===== config.mk =====
export PLATFORM = sky130hd
export DESIGN_NAME = dmem_acc
export DESIGN_NICKNAME = d
export VERILOG_FILES = /design/src/rtl/dmem_acc.sv
export SDC_FILE = /design/constraint.sdc
export NUM_CORES = 1
export LEC_CHECK = 0
export CAP_MARGIN = 20
export CORE_MARGIN = 2
export CORE_UTILIZATION = 40
export DETAILED_ROUTE_END_ITERATION = 10
export PLACE_DENSITY = 0.85
export SLEW_MARGIN = 20
export SYNTH_ARGS = -nofsm -noshare
export SYNTH_HDL_FRONTEND = slang
export SYNTH_SLANG_ARGS = --single-unit

===== constraint.sdc =====
create_clock -name clk -period 1.74 [get_ports clk]
set_input_delay 0.261 -clock clk [delete_from_list [all_inputs] [get_ports clk]]
set_output_delay 0.261 -clock clk [all_outputs]
set_load 0.01 [all_outputs]

===== src/rtl/dmem_acc.sv =====
// rtl/dmem_acc.sv - hvcore data-memory access stage: loads, word stores, byte/half read-modify-write stores
module dmem_acc #(
    parameter int TIMEOUT = 64
) (
    input  logic        clk,
    input  logic        rst,
    input  logic        req_i,
    input  logic        wr_i,
    input  logic [1:0]  size_i,
    input  logic        signed_i,
    input  logic [31:0] addr_i,
    input  logic [31:0] wdata_i,
    output logic        stall_o,
    output logic        done_o,
    output logic        err_o,
    output logic [31:0] load_data_o,
    input  logic [31:0] dmem_rdata_i,
    input  logic        dmem_rdata_valid_i,
    output logic [31:0] dmem_addr_o,
    output logic [31:0] dmem_wdata_o,
    output logic        dmem_en_o,
    output logic        dmem_wr_o
);

    typedef enum logic [2:0] {
        IDLE, ST_WR, LD_REQ, LD_WAIT, RMW_REQ, RMW_WAIT, RMW_WR, DONE
    } state_t;

    state_t      state_q, state_d;
    logic [1:0]  size_q, size_d;
    logic        signed_q, signed_d;
    logic [1:0]  off_q, off_d;
    logic [15:0] st_data_q, st_data_d;
    logic [31:0] dmem_addr_q, dmem_addr_d;
    logic [31:0] dmem_wdata_q, dmem_wdata_d;
    logic        dmem_en_q, dmem_en_d;
    logic        dmem_wr_q, dmem_wr_d;
    logic        done_q, done_d;
    logic        err_q, err_d;
    logic [31:0] load_data_q, load_data_d;
    logic        misaligned;

`ifdef DMEM_ACC_TIMEOUT_EN
    localparam int CNT_W = $clog2(TIMEOUT + 1);
    logic [CNT_W-1:0] cnt_q, cnt_d;
`endif

    function automatic logic [31:0] extract(input logic [31:0] w, input logic [1:0] size,
                                            input logic [1:0] off, input logic sgn);
        logic [31:0] sh;
        logic [31:0] res;
        res = w;
        if (size == 2'b00) begin
            sh  = w >> {off, 3'b000};
            res = {{24{sgn & sh[7]}}, sh[7:0]};
        end else if (size == 2'b01) begin
            sh  = w >> {off[1], 4'b0000};
            res = {{16{sgn & sh[15]}}, sh[15:0]};
        end
        return res;
    endfunction

    function automatic logic [31:0] merge(input logic [31:0] w, input logic [15:0] d,
                                          input logic [1:0] size, input logic [1:0] off);
        logic [31:0] mask;
        logic [31:0] lane;
        if (size == 2'b00) begin
            mask = 32'h0000_00FF << {off, 3'b000};
            lane = {24'd0, d[7:0]} << {off, 3'b000};
        end else begin
            mask = 32'h0000_FFFF << {off[1], 4'b0000};
            lane = {16'd0, d} << {off[1], 4'b0000};
        end
        return (w & ~mask) | lane;
    endfunction

    assign misaligned = (size_i == 2'b11) ||
                        (size_i == 2'b01 && addr_i[0]) ||
                        (size_i == 2'b10 && addr_i[1:0] != 2'b00);

    always_comb begin
        state_d      = state_q;
        size_d       = size_q;
        signed_d     = signed_q;
        off_d        = off_q;
        st_data_d    = st_data_q;
        dmem_addr_d  = dmem_addr_q;
        dmem_wdata_d = 32'd0;
        dmem_en_d    = 1'b0;
        dmem_wr_d    = 1'b0;
        done_d       = 1'b0;
        err_d        = 1'b0;
        load_data_d  = load_data_q;
`ifdef DMEM_ACC_TIMEOUT_EN
        cnt_d        = cnt_q;
`endif
        case (state_q)
            IDLE: begin
                if (req_i) begin
                    size_d      = size_i;
                    signed_d    = signed_i;
                    off_d       = addr_i[1:0];
                    st_data_d   = wdata_i[15:0];
                    dmem_addr_d = {addr_i[31:2], 2'b00};
                    if (misaligned) begin
                        state_d = DONE;
                        done_d  = 1'b1;
                        err_d   = 1'b1;
                    end else if (wr_i && size_i == 2'b10) begin
                        state_d      = ST_WR;
                        dmem_en_d    = 1'b1;
                        dmem_wr_d    = 1'b1;
                        dmem_wdata_d = wdata_i;
                    end else if (!wr_i) begin
                        state_d   = LD_REQ;
                        dmem_en_d = 1'b1;
                    end else begin
                        state_d   = RMW_REQ;
                        dmem_en_d = 1'b1;
                    end
                end
            end
            ST_WR, RMW_WR: begin
                state_d = DONE;
                done_d  = 1'b1;
            end
            LD_REQ: begin
                state_d = LD_WAIT;
`ifdef DMEM_ACC_TIMEOUT_EN
                cnt_d   = '0;
`endif
            end
            LD_WAIT: begin
                if (dmem_rdata_valid_i) begin
                    state_d     = DONE;
                    done_d      = 1'b1;
                    load_data_d = extract(dmem_rdata_i, size_q, off_q, signed_q);
`ifdef DMEM_ACC_TIMEOUT_EN
                end else if (cnt_q == CNT_W'(TIMEOUT - 1)) begin
                    state_d     = DONE;
                    done_d      = 1'b1;
                    err_d       = 1'b1;
                    load_data_d = 32'd0;
                end else begin
                    cnt_d = cnt_q + 1'b1;
`endif
                end
            end
            RMW_REQ: begin
                state_d = RMW_WAIT;
`ifdef DMEM_ACC_TIMEOUT_EN
                cnt_d   = '0;
`endif
            end
            RMW_WAIT: begin
                if (dmem_rdata_valid_i) begin
                    state_d      = RMW_WR;
                    dmem_en_d    = 1'b1;
                    dmem_wr_d    = 1'b1;
                    dmem_wdata_d = merge(dmem_rdata_i, st_data_q, size_q, off_q);
`ifdef DMEM_ACC_TIMEOUT_EN
                end else if (cnt_q == CNT_W'(TIMEOUT - 1)) begin
                    state_d = DONE;
                    done_d  = 1'b1;
                    err_d   = 1'b1;
                end else begin
                    cnt_d = cnt_q + 1'b1;
`endif
                end
            end
            DONE: state_d = IDLE;
            default: state_d = IDLE;
        endcase
    end

    always_ff @(posedge clk) begin
        if (rst) begin
            state_q      <= IDLE;
            size_q       <= 2'b00;
            signed_q     <= 1'b0;
            off_q        <= 2'b00;
            st_data_q    <= 16'd0;
            dmem_addr_q  <= 32'd0;
            dmem_wdata_q <= 32'd0;
            dmem_en_q    <= 1'b0;
            dmem_wr_q    <= 1'b0;
            done_q       <= 1'b0;
            err_q        <= 1'b0;
            load_data_q  <= 32'd0;
`ifdef DMEM_ACC_TIMEOUT_EN
            cnt_q        <= '0;
`endif
        end else begin
            state_q      <= state_d;
            size_q       <= size_d;
            signed_q     <= signed_d;
            off_q        <= off_d;
            st_data_q    <= st_data_d;
            dmem_addr_q  <= dmem_addr_d;
            dmem_wdata_q <= dmem_wdata_d;
            dmem_en_q    <= dmem_en_d;
            dmem_wr_q    <= dmem_wr_d;
            done_q       <= done_d;
            err_q        <= err_d;
            load_data_q  <= load_data_d;
`ifdef DMEM_ACC_TIMEOUT_EN
            cnt_q        <= cnt_d;
`endif
        end
    end

    assign stall_o      = (state_q == IDLE && req_i) || (state_q != IDLE && state_q != DONE);
    assign done_o       = done_q;
    assign err_o        = err_q;
    assign load_data_o  = load_data_q;
    assign dmem_addr_o  = dmem_addr_q;
    assign dmem_wdata_o = dmem_wdata_q;
    assign dmem_en_o    = dmem_en_q;
    assign dmem_wr_o    = dmem_wr_q;

endmodule


==> flow_summary.ini <==
[routing]
wl_per_cell_um = 18.1
vias_per_cell = 5.46
vias = 5698
first_pass_iters = 6
drc = 0
drtAntennaViolNets = 0
first_iter_violations = 621
wirelength_um = 18900

[power_and_ir_drop]
power_uw = 8540
p_per_area_nw_per_um2 = 975
vdd_drop_max_mv = 0.711
leakage_uw = 0.00340

[die]
num_io_pins = 205
fp.dieArea_um2 = 14300
fp.dieW_um = 119
core_um2 = 13100
start_util_pct = 40.6
die_h_um = 119
row_count = 42

[worst_setup_path]
cp.arrival_ns = 2.05
worstPathRequired_ns = 2.03
path_buf_inv = 0
endpoint_kind = flop
crit_chain = mux4_2 -> o221a_4 -> nor2_4 -> a211oi_1
critPathKind = reg2reg
crit_family = multiplexers
slowest_stage = mux4_2
critPathMaxStageDelay_ns = 0.57
crit_fanout = 8
critPathLaunchType = flop

[yosys]
synth-seq-cells = 122
postSynthCellCount = 601
synth_top_area_share_pct = 45.8
yosysTopAreaCell = dfxtp_1
yosys-top-cells-area = dfxtp_1 46%, nand2_1 8.7%, o2bb2ai_1 7.2%, a21oi_1 5.3%, mux2i_1 4.5%
ys_warn_count = 0
ys_top_cells_by_count = 124 x nand2_1, 122 x dfxtp_1, 57 x nor2_1
synthesis.area_um2 = 5340
seq_area_frac_synth_pct = 45.8
synth_flop_cell = dfxtp_1
synth-edff-count = 0
yosys.cell_count.top_type = nand2_1
syn_avg_cell_area_um2 = 8.88
async_reset_ff_share_pct = 0
ys_types = 52

[final_layout]
nets = 959
diodes = 0
area_growth_syn_to_layout_pct = 64.2
drive_gt1_share_pct = 18.3

[timing]
slew_viol_final = 0
max_freq_mhz = 567
min_period_ns = 1.76
finClkSkew_ns = 0.00746
setup_viol = 8
timing.final.ws_setup_ns = -0.0226
fin_crit_sh_pct = 101
grt_setup_unrepaired = yes
timing_hold_violations_final = 0
tns_ns = -0.0523

[global_route]
gr-usage-met3_pct = 9.79
grt_max_degree = 39
antenna_found_initial = 0
grt_use_met2_pct = 42.4
grt_pass1_vias = 5463
gr-usage-all-layers_pct = 26.2
top_usage_layer = met2
grt_overflow = 0
grt_pass1_wl_um = 28700
met1_usage_pct = 31.6

[job]
cap_violations = 0

[outcome]
violations = negative setup slack
status = finished, violations left

[cts]
cts_num_sinks = 122
cts_buffers = 17
cts.clk_slew.worst_paths_ns = 0.05
htree_num_levels = 4
holdBufCountCts = 0
max-clock-path-buffers = 2
cts_tree = done
cts_root_buf = clkbuf_16
clkLatencyLatePin_ns = 0.42

[placed_design]
io_buffer_count = 202
finalWeightedCongestion = 0.947
dp_hpwl_um = 13800

[hold_path]
hold_path_class = in2reg
where the power goes:
group	leakage, uW	internal [uW]	total (uW)	switching [uW]
clock network	0.000293	2280	3510	1220
logic	0.00212	993	1960	967
registers	0.000991	2980	3080	102
total	0.00340	6250	8540	2290
final cells by class:
class / count / area (um^2)
fillers: 990 / 4380
repair buffers: 283 / 2750
inverters: 5 / 18.8
clock buffers: 25 / 505
clock inverters: 7 / 87.6
flip-flops and latches: 122 / 2450
multi-input cells: 426 / 2730
well taps: 176 / 220
stage by stage:
stage	hold slack [ns]	utilization, %	setup slack, ns	std cells	cell area [um^2]
finish	0.339	66.7	-0.0226	1044	8760
global route	0.354	66.7	-0.0542	1044	8760
CTS	0.319	66.3	-0.0537	1044	8710
detailed placement	0.446	61.4	-0.414	1010	8060
global placement	0.441	61.4	-0.381	1010	8060
floorplan	0.369	-	0.00935	602	5340
state kept, by name, indices dropped and copies added (netlist names):
signal	cells
state_q	3
size_q	2
err_o	1
off_q	2
dmem_addr_o	30
load_data_o	32
dmem_en_o	1
dmem_wdata_o	32
signed_q	1
st_data_q	16
dmem_wr_o	1
done_o	1
layer usage:
metal	routed length (um)	vias up
met5	0	-
met4	629	0
met3	1970	53
met2	8850	326
met1	7460	2661
li1	-	2658
cell usage in the layout, fill, tap and decap left out, types with 5 or more instances in the layout:
| cell type | instances |
|---|---|
| or4b_2 | 7 |
| mux2i_1 | 24 |
| dfxtp_1 | 119 |
| clkdlybuf4s50_1 | 200 |
| nand2_1 | 124 |
| buf_4 | 69 |
| o21ai_1 | 6 |
| o2bb2ai_1 | 43 |
| clkbuf_8 | 5 |
| buf_12 | 10 |
| nor2_1 | 54 |
| a21oi_1 | 56 |
| o21ai_0 | 7 |
| o211a_1 | 6 |
| mux4_2 | 8 |
| a211oi_1 | 23 |
| o21ai_2 | 6 |
| a211o_1 | 8 |
| clkbuf_16 | 17 |
worst reg2reg max path, cell delays in order, from the launching register on:
cell and delay (ns):
dfxtp_4 0.37, mux4_2 0.57, o221a_4 0.33, nor2_4 0.23
a211oi_1 0.13
final timing paths:
check / to / cells after the start / slack, ns / startpoint
min reg2reg: dmem_addr_o[26] / 2 / 0.45 / dmem_addr_o[26]
min: load_data_o[12] / 3 / 0.34 / rst
max reg2reg: load_data_o[26] / 4 / -0.02 / off_q[1]
max: load_data_o[26] / 4 / -0.02 / off_q[1]
cell families (layout without fill, tap and decap cells):
logic type | Yosys count | in the layout | synth area share (%)
other | 1 | 2 | 0.0703
DFF | 122 | 122 | 45.8
AOI/OAI and AO/OA | 178 | 178 | 23.8
muxes | 32 | 32 | 7.88
and+or+nand+nor | 213 | 214 | 17.5
buffers and inverters | 55 | 320 | 4.95
what timing repair did:
| action | 4_1_cts | 5_1_grt |
|---|---|---|
| resized for setup | 12 | 26 |
| cloned | 1 | 0 |
| pin swaps | 2 | 9 |
| setup endpoints to repair | 40 | 47 |
| buffers inserted | 1 | 0 |
No activity file was read; power rests on OpenSTA's default activity.
